`src/rtl/pid_decoder.sv`:
```
`default_nettype none
// ============================================================================
// Module      : pid_decoder
// Description : USB packet PID decoder: classifies packets, counts payload
//               bytes, flags PID/length errors and tracks per-endpoint toggles.
// Revision    : 1.0 - initial release
// ============================================================================
module pid_decoder #(
    parameter int NUM_EP    = 4,
    parameter int MAX_BYTES = 1026,
    parameter int CNT_W     = $clog2(MAX_BYTES + 2),
    localparam int EP_W     = (NUM_EP > 1) ? $clog2(NUM_EP) : 1
) (
    input  logic             clk,
    input  logic             rst,
    input  logic             SOP_flag,
    input  logic             EOP_flag,
    input  logic [7:0]       byte_in,
    input  logic             byte_valid,
    input  logic [EP_W-1:0]  ep_addr,
    output logic [2:0]       data_select,
    output logic             crc5_enable,
    output logic             crc16_enable,
    output logic [3:0]       pid_out,
    output logic [CNT_W-1:0] byte_count,
    output logic             pid_err,
    output logic             len_err,
    output logic             toggle_err,
    output logic             pkt_done
);

    typedef enum logic [2:0] {
        S_IDLE     = 3'd0,
        S_WAIT_PID = 3'd1,
        S_PAYLOAD  = 3'd2,
        S_DROP     = 3'd3,
        S_DONE     = 3'd4
    } state_t;

    localparam logic [2:0]       c_cls_token = 3'b000;
    localparam logic [2:0]       c_cls_data  = 3'b001;
    localparam logic [2:0]       c_cls_hshk  = 3'b010;
    localparam logic [2:0]       c_cls_spec  = 3'b011;
    localparam logic [2:0]       c_cls_none  = 3'b100;
    localparam logic [3:0]       c_pid_setup = 4'b1101;
    localparam logic [CNT_W-1:0] c_cnt_max   = CNT_W'(MAX_BYTES);
    localparam logic [CNT_W-1:0] c_cnt_sat   = CNT_W'(MAX_BYTES + 1);

    state_t            r_state;
    logic [NUM_EP-1:0] r_exp_tog;

    logic              w_pid_ok;
    logic [2:0]        w_class;
    logic              w_len_err_nxt;
    logic [3:0]        w_eop_pid;
    logic              w_eop_ok;
    logic [NUM_EP-1:0] w_tog_nxt;
    logic              w_tog_err;

    function automatic logic [2:0] pid_class(input logic [3:0] p);
        case (p)
            4'b0001, 4'b1001, 4'b0101, 4'b1101: pid_class = c_cls_token;
            4'b0011, 4'b1011, 4'b0111, 4'b1111: pid_class = c_cls_data;
            4'b0010, 4'b1010, 4'b0110, 4'b1110: pid_class = c_cls_hshk;
            4'b1100, 4'b1000, 4'b0100:          pid_class = c_cls_spec;
            default:                            pid_class = c_cls_none;
        endcase
    endfunction

    assign w_pid_ok      = (byte_in[7:4] == ~byte_in[3:0]);
    assign w_class       = pid_class(byte_in[3:0]);
    assign w_len_err_nxt = len_err | ((r_state == S_PAYLOAD) && byte_valid &&
                                      (byte_count >= c_cnt_max));

    // A PID byte arriving together with EOP is resolved in the same cycle.
    always_comb begin
        w_eop_pid = pid_out;
        w_eop_ok  = (r_state == S_PAYLOAD) && !pid_err && !w_len_err_nxt;
        if ((r_state == S_WAIT_PID) && byte_valid) begin
            w_eop_pid = byte_in[3:0];
            w_eop_ok  = w_pid_ok;
        end
    end

    always_comb begin
        w_tog_nxt = r_exp_tog;
        w_tog_err = 1'b0;
        for (int i = 0; i < NUM_EP; i++) begin
            if (w_eop_ok && (ep_addr == EP_W'(i))) begin
                if (w_eop_pid == c_pid_setup) begin
                    w_tog_nxt[i] = 1'b0;
                end else if (w_eop_pid[2:0] == 3'b011) begin
                    if (w_eop_pid[3] == r_exp_tog[i]) begin
                        w_tog_nxt[i] = ~r_exp_tog[i];
                    end else begin
                        w_tog_err = 1'b1;
                    end
                end
            end
        end
    end

    always_ff @(posedge clk) begin
        if (!rst) begin
            r_state      <= S_IDLE;
            r_exp_tog    <= '0;
            data_select  <= c_cls_none;
            crc5_enable  <= 1'b0;
            crc16_enable <= 1'b0;
            pid_out      <= 4'b0000;
            byte_count   <= '0;
            pid_err      <= 1'b0;
            len_err      <= 1'b0;
            toggle_err   <= 1'b0;
            pkt_done     <= 1'b0;
        end else begin
            pkt_done <= 1'b0;
            if (SOP_flag) begin
                r_state      <= S_WAIT_PID;
                data_select  <= c_cls_none;
                crc5_enable  <= 1'b0;
                crc16_enable <= 1'b0;
                pid_out      <= 4'b0000;
                byte_count   <= '0;
                pid_err      <= 1'b0;
                len_err      <= 1'b0;
                toggle_err   <= 1'b0;
            end else begin
                case (r_state)
                    S_IDLE: begin
                        r_state <= S_IDLE;
                    end
                    S_WAIT_PID: begin
                        if (byte_valid) begin
                            if (w_pid_ok) begin
                                pid_out      <= byte_in[3:0];
                                data_select  <= w_class;
                                crc5_enable  <= (w_class == c_cls_token);
                                crc16_enable <= (w_class == c_cls_data);
                                r_state      <= S_PAYLOAD;
                            end else begin
                                pid_err      <= 1'b1;
                                data_select  <= c_cls_none;
                                crc5_enable  <= 1'b0;
                                crc16_enable <= 1'b0;
                                r_state      <= S_DROP;
                            end
                        end else if (EOP_flag) begin
                            pid_err <= 1'b1;
                        end
                        if (EOP_flag) begin
                            r_state      <= S_DONE;
                            pkt_done     <= 1'b1;
                            crc5_enable  <= 1'b0;
                            crc16_enable <= 1'b0;
                            r_exp_tog    <= w_tog_nxt;
                            toggle_err   <= w_tog_err;
                        end
                    end
                    S_PAYLOAD: begin
                        if (byte_valid) begin
                            if (byte_count != c_cnt_sat) begin
                                byte_count <= byte_count + CNT_W'(1);
                            end
                            len_err <= w_len_err_nxt;
                        end
                        if (EOP_flag) begin
                            r_state      <= S_DONE;
                            pkt_done     <= 1'b1;
                            crc5_enable  <= 1'b0;
                            crc16_enable <= 1'b0;
                            r_exp_tog    <= w_tog_nxt;
                            toggle_err   <= w_tog_err;
                        end
                    end
                    S_DROP: begin
                        if (EOP_flag) begin
                            r_state  <= S_DONE;
                            pkt_done <= 1'b1;
                        end
                    end
                    S_DONE: begin
                        r_state <= S_IDLE;
                    end
                    default: begin
                        r_state <= S_IDLE;
                    end
                endcase
            end
        end
    end

endmodule
`default_nettype wire

```
`config.mk`:
```
export PLATFORM = sky130hd
export DESIGN_NAME = pid_decoder
export DESIGN_NICKNAME = d
export VERILOG_FILES = /design/src/rtl/pid_decoder.sv
export SDC_FILE = /design/constraint.sdc
export NUM_CORES = 1
export LEC_CHECK = 0
export BUFFER_PORTS_ARGS = -buffer_cell sky130_fd_sc_hd__clkbuf_2
export CORE_MARGIN = 5
export CORE_UTILIZATION = 44
export DETAILED_ROUTE_END_ITERATION = 10
export PLACE_DENSITY = 0.67
export REMOVE_ABC_BUFFERS = 1
export SETUP_SLACK_MARGIN = 0.3
export SYNTH_ARGS = -nofsm -noshare
export SYNTH_HDL_FRONTEND = slang
export SYNTH_SLANG_ARGS = --single-unit
```
`constraint.sdc`:
```
create_clock -name clk -period 3.5 [get_ports clk]
set_input_delay 0.525 -clock clk [delete_from_list [all_inputs] [get_ports clk]]
set_output_delay 0.525 -clock clk [all_outputs]
set_load 0.02 [all_outputs]
```
==> results of run 1 <==
-- sequential cells by signal, indices dropped and copies added, names as in the netlist --
signal        cells
byte_count       11
r_exp_tog         4
pkt_done          1
len_err           1
pid_out           4
pid_err           1
crc16_enable      1
data_select       3
crc5_enable       1
toggle_err        1
r_state           3
-- worst max-delay path: cells and delay by family, from the launching register on --
kind	cells	cell delay, ns
AOI/OAI and AO/OA	3	0.93
and+or+nand+nor	1	0.53
DFF	1	0.47
muxes	1	0.22
-- layer usage --
layer  routed length, um  up-vias
met5                   0        -
met4                  41        0
met3                 207        6
met2                1690       30
met1                1760      672
li1                    -      742
-- power by group through the flow --
stage | clock network (uW) | logic [uW] | registers, uW
3_5_place_dp | 0 | 58.8 | 366
4_1_cts | 263 | 58.8 | 358
3_3_place_gp | 0 | 58.3 | 366
5_1_grt | 275 | 65.5 | 358
2_1_floorplan | 0 | 33.3 | 366
6_report | 255 | 58.6 | 358
-- worst max-delay path by stage --
stage / from / endpoint / slack [ns]
detailed placement: byte_valid / r_exp_tog[0]$_SDFFE_PN0P_ / 1.08
finish: r_state[0]$_SDFFE_PN0P_ / r_exp_tog[3]$_SDFFE_PN0P_ / 1.27
floorplan: byte_valid / r_exp_tog[1]$_SDFFE_PN0P_ / 1.40
CTS: r_state[0]$_SDFFE_PN0P_ / r_exp_tog[3]$_SDFFE_PN0P_ / 1.27
global route: r_state[0]$_SDFFE_PN0P_ / r_exp_tog[3]$_SDFFE_PN0P_ / 1.06
global placement: byte_valid / r_exp_tog[0]$_SDFFE_PN0P_ / 1.13
-- area by class of cell --
class                   instances  area [um^2]
flip-flops and latches         31          621
well taps                      48         60.1
fillers                       347         1730
inverters                      10         37.5
multi-input cells             135         1010
repair buffers                 38          190
clock buffers                   6         72.6
-- through the flow --
step                cell area [um^2]  setup WS (ns)
global route                    1990           1.06
detailed placement              1910           1.08
finish                          1990           1.27
floorplan                       1660           1.40
CTS                             1990           1.27
global placement                1910           1.13
-- cells in the mapped netlist (2+ instances only) --
library cell	number	area [um^2]
a2111oi_2	3	45.0
a211oi_1	3	22.5
a21oi_1	8	40.0
buf_6	3	33.8
clkbuf_1	3	11.3
dfxtp_1	31	621
ha_1	5	62.6
inv_1	10	37.5
mux2i_1	9	90.1
nand2_1	16	60.1
nand2_4	2	22.5
nand2b_1	3	18.8
nand3_1	9	45.0
nand4_1	4	25.0
nor2_1	19	71.3
nor2b_1	2	12.5
nor3_1	3	15.0
nor4_2	2	25.0
o2111a_1	2	22.5
o21ai_0	5	25.0
or3_1	5	31.3
xnor2_1	9	78.8
xor2_1	4	35.0
-- cells by family (layout without fill, tap and decap cells) --
group	after synthesis	in the layout	share of synthesized area, %
AO/OA/AOI/OAI	33	33	17.0
XOR/XNOR	13	13	6.66
adder cells (fa/ha/maj)	5	5	3.66
buffers and inverters	16	54	4.83
flip-flops	31	31	36.3
multiplexers	10	10	6.59
AND/OR/NAND/NOR	74	74	25.0
==> impl_results.md, run 1 <==
- Status: completed
- Final setup fails: 0
- First-pass GRT wire length: 6.21 mm
- Post-Syn Instances: roughly 180
- H-tree Lvls: 2
- Main synth FF type: dfxtp_1
- Iter 0 DRT Violations: between 150 and 200
- Die H: 72.3 um
- Met3 usage: under 10%
- Drt via density: between 5 and 6
- Routability cong.: between 0.8 and 0.9
- CP max stage delay: 0.53 ns
- Synth async-reset ratio: 0%
- Post-Route WL: 3.70 mm
- Initial antenna violation count: 0
- Met1 Track Usage GR: around 20%
- Starting Density: between 40% and 50%
- Clk pwr share: between 30% and 40%
- Startpoint types: flop
- Pwr dens: 338 nW/um^2
- Post-synthesis sequential area ratio: around 36%
- Vias in the first global route: around 1,400
- Seq pwr share: between 50% and 60%
- Max-slew violations: 0
- Ys Warns: 0
- Clock-pin slew on the worst setup and hold paths: roughly 0.06 ns
- TritonCTS clock tree: done
- Pint: about 510 uW
- Routed len/inst: between 10 and 15 um
- Share of cells above drive strength 1: approximately a quarter
- Total CTS buffers: 5
- Crit. End Element: flop
- Postcts setup bufs: 0
- Clk buf depth: 2
- Synthesis-to-finish area growth: 16.3%
- Post-Syn Area: approximately 1700 um^2
- Switch Pwr: approximately 160 uW
- Commonest non-fill, non-tap cell in the layout: clkbuf_2
- CP Max Fanout: 11
- PortBufs: 38
- GRT busiest layer: met2
- Inst Count DP: around 260
- Hold Startpoint: data_select[0]$_SDFFE_PP0P_
- Pwr Total: about 670 uW
- Max Cap Violations: 0
- Final core utilization: a little over half
- Worst hold margin: approximately 0.46 ns
- Post-CTS sizing: 0
- Finished Layout Cells: between 200 and 300
- Clk_lat worst skew: 0.28 ns
- First-pass DRT Iterations: 4
- Via count: 1,450
- Least-Margin Pin Slew: between 0.9 and 1 ns
- Routed Antenna Nets: 0
- Req. time, crit path: 3.71 ns
- Pleak: between 0.0007 and 0.0008 uW
- Post-DP HPWL: 2.71 mm
- Number of synthesized flops with an enable pin: 0
- Largest net degree at the start of global routing: 25
- Syn avg cell area: ~9.4 um^2
- Reg2reg start: r_state[0]$_SDFFE_PN0P_
- Cell chain of the critical path: and4bb_1 > o211ai_2 > a211o_4 > a2111oi_2 > mux2i_1
- GRT overflow: 0
- Max VDD drop: roughly 0.00022 V
- Sum of negative setup slack: 0 ns
- Reg-to-Reg End: r_exp_tog[3]$_SDFFE_PN0P_
- GRT Util Overall: roughly 15%
- Most frequent cells in the layout: 38 x clkbuf_2, 31 x dfxtp_1, 19 x nor2_1
- Hold-fix buffers, CTS: 0
- Switching Share: between 20% and 30%
- Worst Hold End: data_select[0]$_SDFFE_PP0P_
- CTS sink count: 31
- Cells on Worst Hold Path: 2
- Worst hold path type: reg -> reg
- Final hold violation count: 0
- Chip Width: 72.3 um
- Worst EP arrival: ~2.4 ns
- Fmax: approximately 0.45 GHz
- Site Rows: 22
- Relative slew slack: 35.5%
- Comb pwr share: about 8.7%
- Worst path slowest cell: and4bb_1
- Ports: 39
- RSZ-0062 raised after global routing: no
- Root Driver: clkbuf_8
- Met2 usage: between 20% and 30%
- Post-synthesis cell type count: 45
- DRC: 0
- CP Class: reg -> reg
- FF-to-FF path depth: 5
- Clock skew: 0.00355 ns
- Layout Nets: around 240
- Min Tclk post-route: around 2.2 ns
- Fin crit share: a little under two thirds
- Diode count: 0
- Core area: 3720 um^2
- FF-to-FF setup slack: about 1.3 ns
- Number of synthesized register bits: 31
- Die Footprint: between 5000 and 6000 um^2
No activity file was read; power rests on OpenSTA's default activity.
==> run 2, diff against run 1 <==
--- a/config.mk
+++ b/config.mk
@@ -9,7 +9,7 @@
 export CORE_MARGIN = 5
 export CORE_UTILIZATION = 44
 export DETAILED_ROUTE_END_ITERATION = 10
-export PLACE_DENSITY = 0.67
+export PLACE_DENSITY = 0.7
 export REMOVE_ABC_BUFFERS = 1
 export SETUP_SLACK_MARGIN = 0.3
 export SYNTH_ARGS = -nofsm -noshare
==> constraint.sdc (replaced) <==
create_clock -name clk -period 1.9 [get_ports clk]
set_input_delay 0.285 -clock clk [delete_from_list [all_inputs] [get_ports clk]]
set_output_delay 0.285 -clock clk [all_outputs]
set_load 0.02 [all_outputs]
==> run 2 against run 1 <==
Cell count rose by 11%; highest routed layer unchanged; critical endpoint unchanged; largest cell class unchanged; critical path depth did not move; routed wire length rose by 9.3%.
==> impl_results.md, run 2 (same netlist as run 1, synthesis figures left out) <==
- Status: completed
- Fmax: about 0.54 GHz
- Pleak: approximately 0.00095 uW
- Max-slew violations: 0
- Largest net degree at the start of global routing: 19
- Clock-pin slew on the worst setup and hold paths: 0.07 ns
- Starting Density: between 40% and 50%
- Fin crit share: 98.2%
- Clock skew: roughly 0.0042 ns
- Final hold violation count: 0
- Diode count: 0
- Pwr dens: 586 nW/um^2
- Chip Width: a little over 70 um
- Root Driver: clkbuf_8
- Pwr Total: about 1400 uW
- Routed len/inst: 13.6 um
- Most frequent cells in the layout: 38 x clkbuf_2, 26 x buf_4, 23 x dfxtp_1
- First-pass DRT Iterations: 4
- Max Cap Violations: 0
- End point of the critical path: r_exp_tog[3]$_SDFFE_PN0P_
- Req. time, crit path: roughly 2.1 ns
- Core area: between 3000 and 4000 um^2
- DRC: 0
- Iter 0 DRT Violations: 80
- Total CTS buffers: 5
- Relative slew slack: between 70% and 80%
- Die H: 72.3 um
- Drt via density: between 5 and 6
- Layout Nets: 269
- CP Max Fanout: 5
- Worst Setup SP: byte_count[2]$_SDFFE_PP0P_
- GRT overflow: 0
- Least-Margin Pin Slew: about 0.42 ns
- Worst EP arrival: just over 2 ns
- Initial antenna violation count: 0
- Worst hold path type: in -> reg
- Sum of negative setup slack: 0 ns
- CTS sink count: 31
- FF-to-FF setup slack: between 0.03 and 0.04 ns
- Largest Register: byte_count
- Clk buf depth: 2
- Final setup fails: 0
- GRT Util Overall: between 15 and 20%
- Die Footprint: between 5000 and 6000 um^2
- PortBufs: 38
- Commonest non-fill, non-tap cell in the layout: clkbuf_2
- CP Class: reg -> reg
- Vias in the first global route: 1,442
- Max VDD drop: slightly below 0.0003 V
- Routability cong.: between 0.8 and 0.9
- TritonCTS clock tree: done
- RSZ-0062 raised after global routing: yes
- Largest registers: byte_count x11, pid_out x4, r_exp_tog x4
- First-pass GRT wire length: roughly 6.7 mm
- FF-to-FF path depth: 5
- Hold-fix buffers, CTS: 0
- Startpoint types: flop
- Synthesis-to-finish area growth: 36.2%
- Reg-to-Reg End: r_exp_tog[3]$_SDFFE_PN0P_
- # fillers: between 300 and 400
- Routed Antenna Nets: 0
- Reg2reg start: byte_count[2]$_SDFFE_PP0P_
- Post-Route WL: around 4.0 mm
- Post-DP HPWL: 3.09 mm
- Max reg flops: 11
- Clk_lat worst skew: about 0.28 ns
- H-tree Lvls: 2
- Via count: 1,545
- Crit. End Element: flop
- Ports: 39
- Share of cells above drive strength 1: 40.8%
- Site Rows: 22
- Min Tclk post-route: approximately 1.9 ns
run 2: cell types whose count changed in the layout (fill, tap and decap cells not counted), sizes merged:
| cell | previous run | this run |
|---|---|---|
| clkbuf | 44 | 46 |
| buf | 0 | 28 |
run 2: layout make-up:
class / count / area, um^2 / area share, %
sequential: 31 / 631 / 27.1
clock buffer: 8 / 100 / 4.30
inverter: 10 / 37.5 / 1.61
timing repair buffer: 66 / 408 / 17.5
tap: 48 / 60.1 / 2.58
multi-input combinational: 135 / 1090 / 46.9
run 2: power breakdown:
group          switching (uW)  internal, uW  total (uW)
registers                2.92           654         657
logic                    81.4          54.9         136
clock network             241           330         572
run 2: critical path, stage by stage, from the launching register on:
cell	delay [ns]
dfxtp_2	0.34
nor4_4	0.28
nand3_1	0.13
a311o_2	0.50
a2111oi_4	0.33
mux2i_1	0.22
run 2: metal layers:
layer	track usage [%]	up-vias	wire, um
li1	-	795	-
met1	21.4	717	1890
met2	25.8	28	1940
met3	4.29	5	178
met4	4.38	0	41
met5	0	-	0
run 2: stage by stage:
step | setup slack (ns) | area [um^2] | hold WS (ns) | instances | util (%)
after floorplan | -0.185 | 1660 | 0.358 | 176 | -
after global placement | -0.0336 | 2100 | 0.442 | 287 | 56.6
after detailed placement | -0.0947 | 2100 | 0.448 | 287 | 56.6
after CTS | -0.0265 | 2290 | 0.264 | 296 | 61.6
after global routing | -0.0985 | 2330 | 0.285 | 298 | 62.7
final | 0.0338 | 2330 | 0.264 | 298 | 62.7
run 2: worst min-delay path by stage:
stage | startpoint | endpoint | slack (ns) | depth (start not counted)
final | EOP_flag | r_state[1]$_SDFFE_PP0P_ | 0.26 | 2
after global routing | EOP_flag | r_state[1]$_SDFFE_PP0P_ | 0.28 | 2
after CTS | EOP_flag | r_state[1]$_SDFFE_PP0P_ | 0.26 | 2
after detailed placement | data_select[1]$_SDFFE_PP0P_ | data_select[1]$_SDFFE_PP0P_ | 0.45 | 2
after global placement | r_exp_tog[2]$_SDFFE_PN0P_ | r_exp_tog[2]$_SDFFE_PN0P_ | 0.44 | 2
after floorplan | EOP_flag | r_state[1]$_SDFFE_PP0P_ | 0.36 | 1
run 2: repair_timing:
item | in CTS | in global routing
pin swaps | 16 | 13
setup endpoints to repair | 8 | 11
setup buffers | 1 | 2
resized for setup | 15 | 7
==> run 3, diff against run 2 <==
--- a/config.mk
+++ b/config.mk
@@ -7,9 +7,10 @@
 export LEC_CHECK = 0
 export BUFFER_PORTS_ARGS = -buffer_cell sky130_fd_sc_hd__clkbuf_2
 export CORE_MARGIN = 5
-export CORE_UTILIZATION = 44
+export CORE_UTILIZATION = 48
+export CTS_BUF_LIST = sky130_fd_sc_hd__clkbuf_4 sky130_fd_sc_hd__clkbuf_8 sky130_fd_sc_hd__clkbuf_16
 export DETAILED_ROUTE_END_ITERATION = 10
-export PLACE_DENSITY = 0.7
+export PLACE_DENSITY = 0.75
 export REMOVE_ABC_BUFFERS = 1
 export SETUP_SLACK_MARGIN = 0.3
 export SYNTH_ARGS = -nofsm -noshare
==> run 3 against run 2 <==
The flow now finishes with violations (setup timing); cell count increased by 0.34%; highest routed layer unchanged; sequential cell count unchanged; largest cell class unchanged; critical endpoint is now r_exp_tog[0]$_SDFFE_PN0P_; non-clock buffer count grew 3; utilization grew 7.7 points.
==> impl_results.md, run 3 (same netlist as run 1, synthesis figures left out) <==
- CTS sink count: 31
- Via count: around 1,600
- Reg2reg start: byte_count[9]$_SDFFE_PP0P_
- Post-place setup slack: -0.212 ns
- Largest registers: byte_count x11, pid_out x4, r_exp_tog x4
- Die H: approximately 70 um
- CP max stage delay: approximately 0.52 ns
- Clk pwr share: 36.4%
- Clock skew: around 0.0068 ns
- Least-Margin Pin Slew: 0.493 ns
- DRC: 0
- Post-DP Area: ~2100 um^2
- Routed Antenna Nets: 0
- GRT busiest layer: met2
- Vias in the first global route: 1,530
- Die Footprint: just under 5000 um^2
- # fillers: about 280
- Ports: 39
- Synthesis-to-finish area growth: 39.6%
- Inst Count DP: 287
- Register area: 626 um^2
- Min Tclk post-route: between 2 and 2.5 ns
- First-pass GRT wire length: roughly 7.1 mm
- RSZ-0062 raised after global routing: yes
- Routed len/inst: 14.4 um
- Post-Route WL: 4.29 mm
- Finished Layout Cells: roughly 300
- H-tree Lvls: 2
- Chip Width: 69.7 um
- Met1 Track Usage GR: between 20% and 30%
- Worst EP arrival: around 2.3 ns
- Switching Share: ~25%
- Top delay family on crit path: compound AO/OA/AOI/OAI gates
- Clock-pin slew on the worst setup and hold paths: 0.10 ns
- Pwr Total: roughly 1300 uW
- Site Rows: 21
- Diode count: 0
- Pleak: between 0.001 and 0.0015 uW
- Startpoint types: flop
- Seq pwr share: 52.3%
- Status: complete, but fails checks
- Total CTS buffers: 5
- Comb pwr share: between 10% and 20%
- Commonest non-fill, non-tap cell in the layout: clkbuf_2
- Relative slew slack: 66.3%
- Worst path slowest cell: a311o_2
- Hold Startpoint: EOP_flag
- First-pass DRT Iterations: 4
- TritonCTS clock tree: done
- Met3 usage: under 10%
- Req. time, crit path: 2.16 ns
- Fin crit share: 106%
- Largest net degree at the start of global routing: 19
- GRT Util Overall: between 10% and 20%
- Pwr dens: around 520 nW/um^2
- Largest Register: byte_count
- Max Cap Violations: 0
- Reg-to-Reg End: r_exp_tog[0]$_SDFFE_PN0P_
- Worst hold path type: in -> reg
- FF-to-FF path depth: 5
- Most frequent cells in the layout: 38 x clkbuf_2, 29 x dfxtp_1, 26 x buf_4
- Met2 usage: 31.9%
- Starting Density: 50.4%
- Cells on Worst Hold Path: 2
- Max VDD drop: around 0.00040 V
- Switch Pwr: between 300 and 400 uW
- Failing checks: setup timing
- GRT overflow: 0
- Initial antenna violation count: 0
- Footprint of the multi-input gates: about 1100 um^2
- PortBufs: 38
- Max reg flops: 11
- Clk buf depth: 2
- Final hold violation count: 0
- Final setup fails: 5
- Post-DP HPWL: slightly above 3 mm
- CP Class: reg -> reg
- Fmax: 0.498 GHz
- Final setup margin: -0.108 ns
- Crit. End Element: flop
- Bufs and invs on worst path: 0
- Layout Nets: ~270
- Pint: approximately 940 uW
- Share of cells above drive strength 1: between 40% and 50%
- Routability cong.: around 0.8
- Hold-fix buffers, CTS: 0
- Post-route cell area: 2390 um^2
- Iter 0 DRT Violations: between 90 and 100
- Final core utilization: 70.4%
- Cell chain of the critical path: nor4_4 > nand3_2 > a311o_2 > a2111oi_4 > mux2i_1
- FF-to-FF setup slack: -0.11 ns
- Path length in cells of the critical path: 5
- Drt via density: ~5.3
- Max-slew violations: 0
- Core area: approximately 3400 um^2
- Root Driver: clkbuf_4
- Clk_lat worst skew: 0.34 ns
- CP Max Fanout: 5
- Worst Hold End: r_state[1]$_SDFFE_PP0P_
## run 3: power by group through the flow
stage / Sequential, uW / Clock (uW) / Combinational [uW]
finish: 655 / 455 / 142
global route: 656 / 494 / 155
CTS: 656 / 467 / 131
detailed placement: 671 / 0 / 127
global placement: 671 / 0 / 124
floorplan: 675 / 0 / 61.4
## run 3: worst max-delay path by stage
stage                                           end  slack [ns]                  startpoint
final                     r_exp_tog[0]$_SDFFE_PN0P_       -0.11  byte_count[9]$_SDFFE_PP0P_
after global routing      r_exp_tog[0]$_SDFFE_PN0P_       -0.22  byte_count[0]$_SDFFE_PP0P_
after CTS                 r_exp_tog[0]$_SDFFE_PN0P_       -0.08  byte_count[9]$_SDFFE_PP0P_
after detailed placement  r_exp_tog[1]$_SDFFE_PN0P_       -0.21  byte_count[6]$_SDFFE_PP0P_
after global placement    r_exp_tog[0]$_SDFFE_PN0P_        -0.1  byte_count[6]$_SDFFE_PP0P_
after floorplan           r_exp_tog[1]$_SDFFE_PN0P_       -0.19  byte_count[0]$_SDFFE_PP0P_
## run 3: area by class of cell
class / count / area share (%)
multi-input combinational: 135 / 48.1
sequential: 31 / 26.2
timing repair buffer: 69 / 18.7
clock buffer: 8 / 3.04
tap: 46 / 2.41
inverter: 10 / 1.57
## run 3: routing by layer
| metal | up-vias | wire length [um] | share of wire [%] |
|---|---|---|---|
| met4 | 0 | 48 | 1.1 |
| met1 | 755 | 1720 | 40 |
| li1 | 802 | - | - |
| met3 | 5 | 192 | 4.5 |
| met5 | - | 0 | 0 |
| met2 | 32 | 2330 | 54 |
## run 3: repair_timing
item,CTS,global route
resized for setup,12,19
pin swaps,15,9
setup endpoints to repair,9,13
setup buffers,1,3
## run 3: stage by stage
step / hold slack, ns / TNS [ns]
floorplan: 0.358 / -0.700
global placement: 0.440 / -0.341
detailed placement: 0.443 / -0.733
CTS: 0.202 / -0.259
global route: 0.222 / -0.875
finish: 0.219 / -0.298
## run 3: worst reg2reg max path, stage by stage (launching register included)
cell and delay, ns:
dfxtp_2 0.35, nor4_4 0.33, nand3_2 0.12, a311o_2 0.52
a2111oi_4 0.39, mux2i_1 0.22
